<file path="src/rtl/i2s_target_transmit.sv">
// i2s_target_transmit
//   I2S (Philips alignment) serial-data transmitter. It follows the sck/ws
//   pair driven by an external clock master and generates no I2S clocks.
//   One stereo frame is accepted at a time into a single-frame holding buffer
//   and shifted out MSB first, one sck period after each ws transition.
//
// Ports
//   clk            system clock, all logic on the rising edge
//   reset          synchronous active-high reset
//   sck, ws        I2S bit clock / word select from the master (asynchronous)
//   s_valid        frame offered on s_left / s_right
//   s_ready        buffer empty, a frame can be accepted
//   s_left/s_right left / right channel words
//   sd             serial data out
//   frame_start    one-clk pulse at each detected left-slot start
//   underrun       one-clk pulse when a left slot starts with no frame buffered
//   underrun_count saturating count of underruns
module i2s_target_transmit #(
    parameter int DATA_WIDTH = 32,
    parameter int CNT_WIDTH  = 16
) (
    input  logic                  clk,
    input  logic                  reset,
    input  logic                  sck,
    input  logic                  ws,
    input  logic                  s_valid,
    output logic                  s_ready,
    input  logic [DATA_WIDTH-1:0] s_left,
    input  logic [DATA_WIDTH-1:0] s_right,
    output logic                  sd,
    output logic                  frame_start,
    output logic                  underrun,
    output logic [CNT_WIDTH-1:0]  underrun_count
);

    // sck_pipe_reg: [0] first sync stage, [1] synchronized sck, [2] history
    logic [2:0]            sck_pipe_reg;
    logic [1:0]            ws_pipe_reg;
    logic                  ws_last_reg,    ws_last_next;
    logic                  synced_reg,     synced_next;
    logic                  buf_full_reg,   buf_full_next;
    logic [DATA_WIDTH-1:0] buf_left_reg,   buf_left_next;
    logic [DATA_WIDTH-1:0] buf_right_reg,  buf_right_next;
    logic [DATA_WIDTH-1:0] right_hold_reg, right_hold_next;
    logic [DATA_WIDTH-1:0] shreg_reg,      shreg_next;
    logic                  sd_reg,         sd_next;
    logic                  frame_start_reg, frame_start_next;
    logic                  underrun_reg,   underrun_next;
    logic [CNT_WIDTH-1:0]  count_reg,      count_next;

    logic sck_fall;
    logic ws_s;
    logic accept;

    assign sck_fall = sck_pipe_reg[2] & ~sck_pipe_reg[1];
    assign ws_s     = ws_pipe_reg[1];
    assign accept   = s_valid & ~buf_full_reg;

    always_comb begin
        ws_last_next     = ws_last_reg;
        synced_next      = synced_reg;
        buf_full_next    = buf_full_reg;
        buf_left_next    = buf_left_reg;
        buf_right_next   = buf_right_reg;
        right_hold_next  = right_hold_reg;
        shreg_next       = shreg_reg;
        sd_next          = sd_reg;
        frame_start_next = 1'b0;
        underrun_next    = 1'b0;
        count_next       = count_reg;

        // accept and consume never coincide: accept needs buf_full low,
        // consume needs it high.
        if (accept) begin
            buf_full_next  = 1'b1;
            buf_left_next  = s_left;
            buf_right_next = s_right;
        end

        if (sck_fall) begin
            // On a boundary the outgoing bit is the LSB of the previous word;
            // the new word's MSB leaves on the following fall (one-sck delay).
            sd_next = shreg_reg[DATA_WIDTH-1];
            if (ws_s != ws_last_reg) begin
                ws_last_next = ws_s;
                if (!ws_s) begin
                    frame_start_next = 1'b1;
                    synced_next      = 1'b1;
                    if (buf_full_reg) begin
                        shreg_next      = buf_left_reg;
                        right_hold_next = buf_right_reg;
                        buf_full_next   = 1'b0;
                    end else begin
                        shreg_next      = '0;
                        right_hold_next = '0;
                        underrun_next   = 1'b1;
                        if (count_reg != '1) begin
                            count_next = count_reg + CNT_WIDTH'(1);
                        end
                    end
                end else begin
                    // A right slot seen before the first left start is a
                    // partial frame and is sent as zeros.
                    shreg_next = synced_reg ? right_hold_reg : '0;
                end
            end else begin
                shreg_next = {shreg_reg[DATA_WIDTH-2:0], 1'b0};
            end
        end
    end

    always_ff @(posedge clk) begin
        if (reset) begin
            sck_pipe_reg    <= '0;
            // ws sync stages start at 1 to agree with ws_last, so leaving
            // reset can never fake a channel boundary.
            ws_pipe_reg     <= '1;
            ws_last_reg     <= 1'b1;
            synced_reg      <= 1'b0;
            buf_full_reg    <= 1'b0;
            buf_left_reg    <= '0;
            buf_right_reg   <= '0;
            right_hold_reg  <= '0;
            shreg_reg       <= '0;
            sd_reg          <= 1'b0;
            frame_start_reg <= 1'b0;
            underrun_reg    <= 1'b0;
            count_reg       <= '0;
        end else begin
            sck_pipe_reg    <= {sck_pipe_reg[1:0], sck};
            ws_pipe_reg     <= {ws_pipe_reg[0], ws};
            ws_last_reg     <= ws_last_next;
            synced_reg      <= synced_next;
            buf_full_reg    <= buf_full_next;
            buf_left_reg    <= buf_left_next;
            buf_right_reg   <= buf_right_next;
            right_hold_reg  <= right_hold_next;
            shreg_reg       <= shreg_next;
            sd_reg          <= sd_next;
            frame_start_reg <= frame_start_next;
            underrun_reg    <= underrun_next;
            count_reg       <= count_next;
        end
    end

    assign s_ready        = ~buf_full_reg;
    assign sd             = sd_reg;
    assign frame_start    = frame_start_reg;
    assign underrun       = underrun_reg;
    assign underrun_count = count_reg;

endmodule

</file>
<file path="config.mk">
export PLATFORM = sky130hd
export DESIGN_NAME = i2s_target_transmit
export DESIGN_NICKNAME = d
export VERILOG_FILES = /design/src/rtl/i2s_target_transmit.sv
export SDC_FILE = /design/constraint.sdc
export NUM_CORES = 1
export LEC_CHECK = 0
export ABC_AREA = 1
export CAP_MARGIN = 20
export CORE_UTILIZATION = 49
export CTS_CLUSTER_SIZE = 40
export DETAILED_ROUTE_END_ITERATION = 10
export GPL_TIMING_DRIVEN = 0
export PLACE_DENSITY = 0.81
export SLEW_MARGIN = 20
export SYNTH_ARGS = -nofsm -noshare
export SYNTH_HDL_FRONTEND = slang
export SYNTH_SLANG_ARGS = --single-unit
</file>
<file path="constraint.sdc">
create_clock -name clk -period 1.3 [get_ports clk]
set_input_delay 0.26 -clock clk [delete_from_list [all_inputs] [get_ports clk]]
set_output_delay 0.26 -clock clk [all_outputs]
set_load 0.1 [all_outputs]
</file>
==> impl_metrics.toml <==
[synthesis]
synth_area_mm2 = 0.00626
async_flop_share_pct = 0
synth_edf_count = 0
seq_area_frac_synth_pct = 49.6
yosysTopAreaCellShare_pct = 49.6
ys.flop_type = "dfxtp_1"
synth_cell_types = 28
synthCells = 851
netlist_top_cells_count = "nor2_1 (194), nand2_1 (166), dfxtp_1 (155)"
synth-warning-count = 0
yosys_register_bits = 155
synth_top_area_cell = "dfxtp_1"
yosysMostFrequentCell = "nor2_1"
syn_area_per_cell_um2 = 7.35
synthTopCellsByArea = "dfxtp_1 (50%), nor2_1 (12%), nand2_1 (10%)"
synth_nets = 921

[worst_setup_path]
r2r_cells = 7
r2r_start = "ws_last_reg$_SDFFE_PP1P_"
cp_slowest_cell = "dfxtp_2"
crit_path_max_incr_delay_ns = 0.35
path_class = "reg -> reg"
path_cells = "inv_2 -> nor2_4 -> nand2_4 -> nor2_8 -> buf_8 -> nand2_2 -> a21oi_2"
critical-path-top-delay-family = "simple AND/OR/NAND/NOR gates"
cp_max_fo = 8
worst_setup_path_end_kind = "flop"
cp_num_buf_inv = 2
r2r_slack_ns = -0.23
startpoint = "ws_last_reg$_SDFFE_PP1P_"
cp.required_ns = 1.65
r2r_end = "right_hold_reg[1]$_SDFFE_PP0P_"
start_kind = "flop"
worstPathArrival_ns = 1.87

[cts]
cts_buffer_depth = 2
htreeDepth = 4
clk_pin_slew_worst_paths_ns = 0.06
holdBufCountCts = 0
cts.sink_count = 155
cts_tree = "yes"
cts_inserted_buffers = 17
clock-root-buffer = "clkbuf_16"
clk_latency_ns = 0.44

[place]
dp_hpwl_um = 11900
dpl_worst_slack_ns = -0.735
place_area_mm2 = 0.00751
gp_congestion = 0.923
portBuffers = 88

[floorplan]
io_pins = 89
row_count = 40
die_h_um = 115
die_x_um = 115
start_util_pct = 51.2
core-area_mm2 = 0.0122
dieArea_mm2 = 0.0132

[final_layout]
finalInstanceArea_mm2 = 0.00942
fillCellCount = 805
area_growth_pct = 50.5
fin_util_pct = 77.1
antenna_cells = 0
drive_above_1_share_pct = 31.0
nets = 1074

[timing]
layout_worst_path_cycle_share_pct = 117
setup_violations = 86
rsz0062_at_grt = "true"
fmax_mhz = 655
relSlewSlack_pct = 45.3
worstMarginPinSlew_ns = 0.821
setup_slack_ns = -0.227
fin_worst_skew_ns = 0.0148
period_needed_ns = 1.53
hold_violations = 0
drv_slew = 0

[power_and_ir_drop]
switching_power_w = 0.00271
seqPwrFrac_pct = 45.1
combPwrFrac_pct = 9.5
total_power_w = 0.0113
swShare_pct = 24.1
clockPowerShare_pct = 45.4
cellLeakagePower_nw = 3.84
powerDensity_mw_per_mm2 = 1200
p_int_w = 0.00854
vdd_drop_max_mv = 0.868

[global_route]
grt_pass1_vias = 6110
grt_start_max_net_pins = 17
grt_pass1_wl_um = 29700
antenna_found_initial = 0
grt_usage_pct = 29.3
grt_overflow = 0

[worst_hold_path]
whs_path_depth = 4
hold_start = "reset"
hold_class = "in -> reg"
min_to = "right_hold_reg[25]$_SDFFE_PP0P_"

[detailed_routing]
postRouteWirelength_um = 21700
drt_iter0_markers = 700
drtPass1Iterations = 6
viasPerCell = 5.77
vias = 6828
drc = 0
post_drt_wl_per_cell_um = 18.4
ant_nets = 0

[job]
max-cap-violations = 0

[run_status]
violations = "setup timing"
status = "complete, but fails checks"
-- worst max-delay path by stage --
stage	endpoint	slack, ns	depth (start not counted)
after CTS	shreg_reg[23]$_SDFFE_PP0N_	-0.12	7
after detailed placement	s_ready	-0.74	3
after global routing	underrun_count[13]$_SDFFE_PP0P_	-0.28	8
after global placement	s_ready	-0.72	3
after floorplan	underrun_count[9]$_SDFFE_PP0P_	-0.18	7
final	right_hold_reg[1]$_SDFFE_PP0P_	-0.23	7
-- cell type report --
class	count	area [um^2]	area share, %
buffer	55	458	4.86
multi-input combinational	603	3340	35.4
tap	168	210	2.23
timing repair buffer	134	1490	15.8
sequential	155	3170	33.7
clock buffer	25	515	5.47
clock inverter	6	82.6	0.877
inverter	38	158	1.67
-- cell usage in the layout (no fill, tap or decap), types with 3 or more instances in the layout --
master / instances
a21oi_1: 6
clkbuf_4: 9
buf_2: 5
dfxtp_4: 17
nand3_2: 5
clkdlybuf4s50_1: 67
clkbuf_2: 10
buf_8: 11
nor2_4: 15
nor2_1: 170
nand4_1: 11
o211ai_1: 11
a21oi_2: 20
o21ai_1: 5
inv_4: 3
clkbuf_1: 6
inv_1: 27
buf_6: 29
a31oi_1: 30
clkbuf_8: 6
nor2_2: 16
buf_4: 37
inv_2: 8
nand2_4: 9
clkbuf_16: 18
dfxtp_1: 134
buf_12: 14
nand2_2: 42
o21ai_0: 77
nand2_1: 115
a22oi_1: 3
o21ai_2: 3
a22oi_2: 14
dfxtp_2: 4
nand3_4: 5
nand3_1: 37
-- metal layers --
layer	global-route usage (%)	routed length, um	up-vias
li1	-	-	3115
met4	14.7	1120	0
met3	8.28	1980	109
met5	0	0	-
met2	47.2	10300	447
met1	36.0	8310	3157
-- tightest hold or removal path, stage by stage --
cell and delay, ns:
dlymetal6s2s_1 0.23, nor2_4 0.09, nand3_2 0.05, nand2_1 0.04
-- power by group through the flow --
stage                     clock [W]  combinational [W]  sequential (W)
after floorplan                   0           0.000460         0.00511
after global placement            0           0.000823         0.00514
after detailed placement          0           0.000838         0.00514
after CTS                   0.00503           0.000934         0.00505
after global routing        0.00529            0.00116         0.00509
final                       0.00511            0.00107         0.00508
-- cell families after synthesis --
| logic type | after synthesis | synth area share, % |
|---|---|---|
| flip-flops | 155 | 49.6 |
| AO/OA/AOI/OAI | 169 | 15.2 |
| AND/OR/NAND/NOR | 431 | 28.6 |
| XOR/XNOR | 1 | 0.140 |
| buffers and inverters | 94 | 6.28 |
| adder cells (fa/ha/maj) | 1 | 0.200 |
-- metrics by stage --
step / hold WS (ns) / TNS (ns) / instances
2_1_floorplan: 0.356 / -1.93 / 851
4_1_cts: 0.361 / -3.21 / 1159
3_5_place_dp: 0.398 / -82.41 / 1107
3_3_place_gp: 0.392 / -80.74 / 1107
6_report: 0.289 / -9.72 / 1184
5_1_grt: 0.298 / -14.11 / 1184
-- timing repair --
action,in CTS,in global routing
resized for setup,254,197
setup buffers,18,20
pin swaps,18,41
endpoints found under the setup margin,171,164
gates cloned,4,5
(Power assumes the default switching activity.)
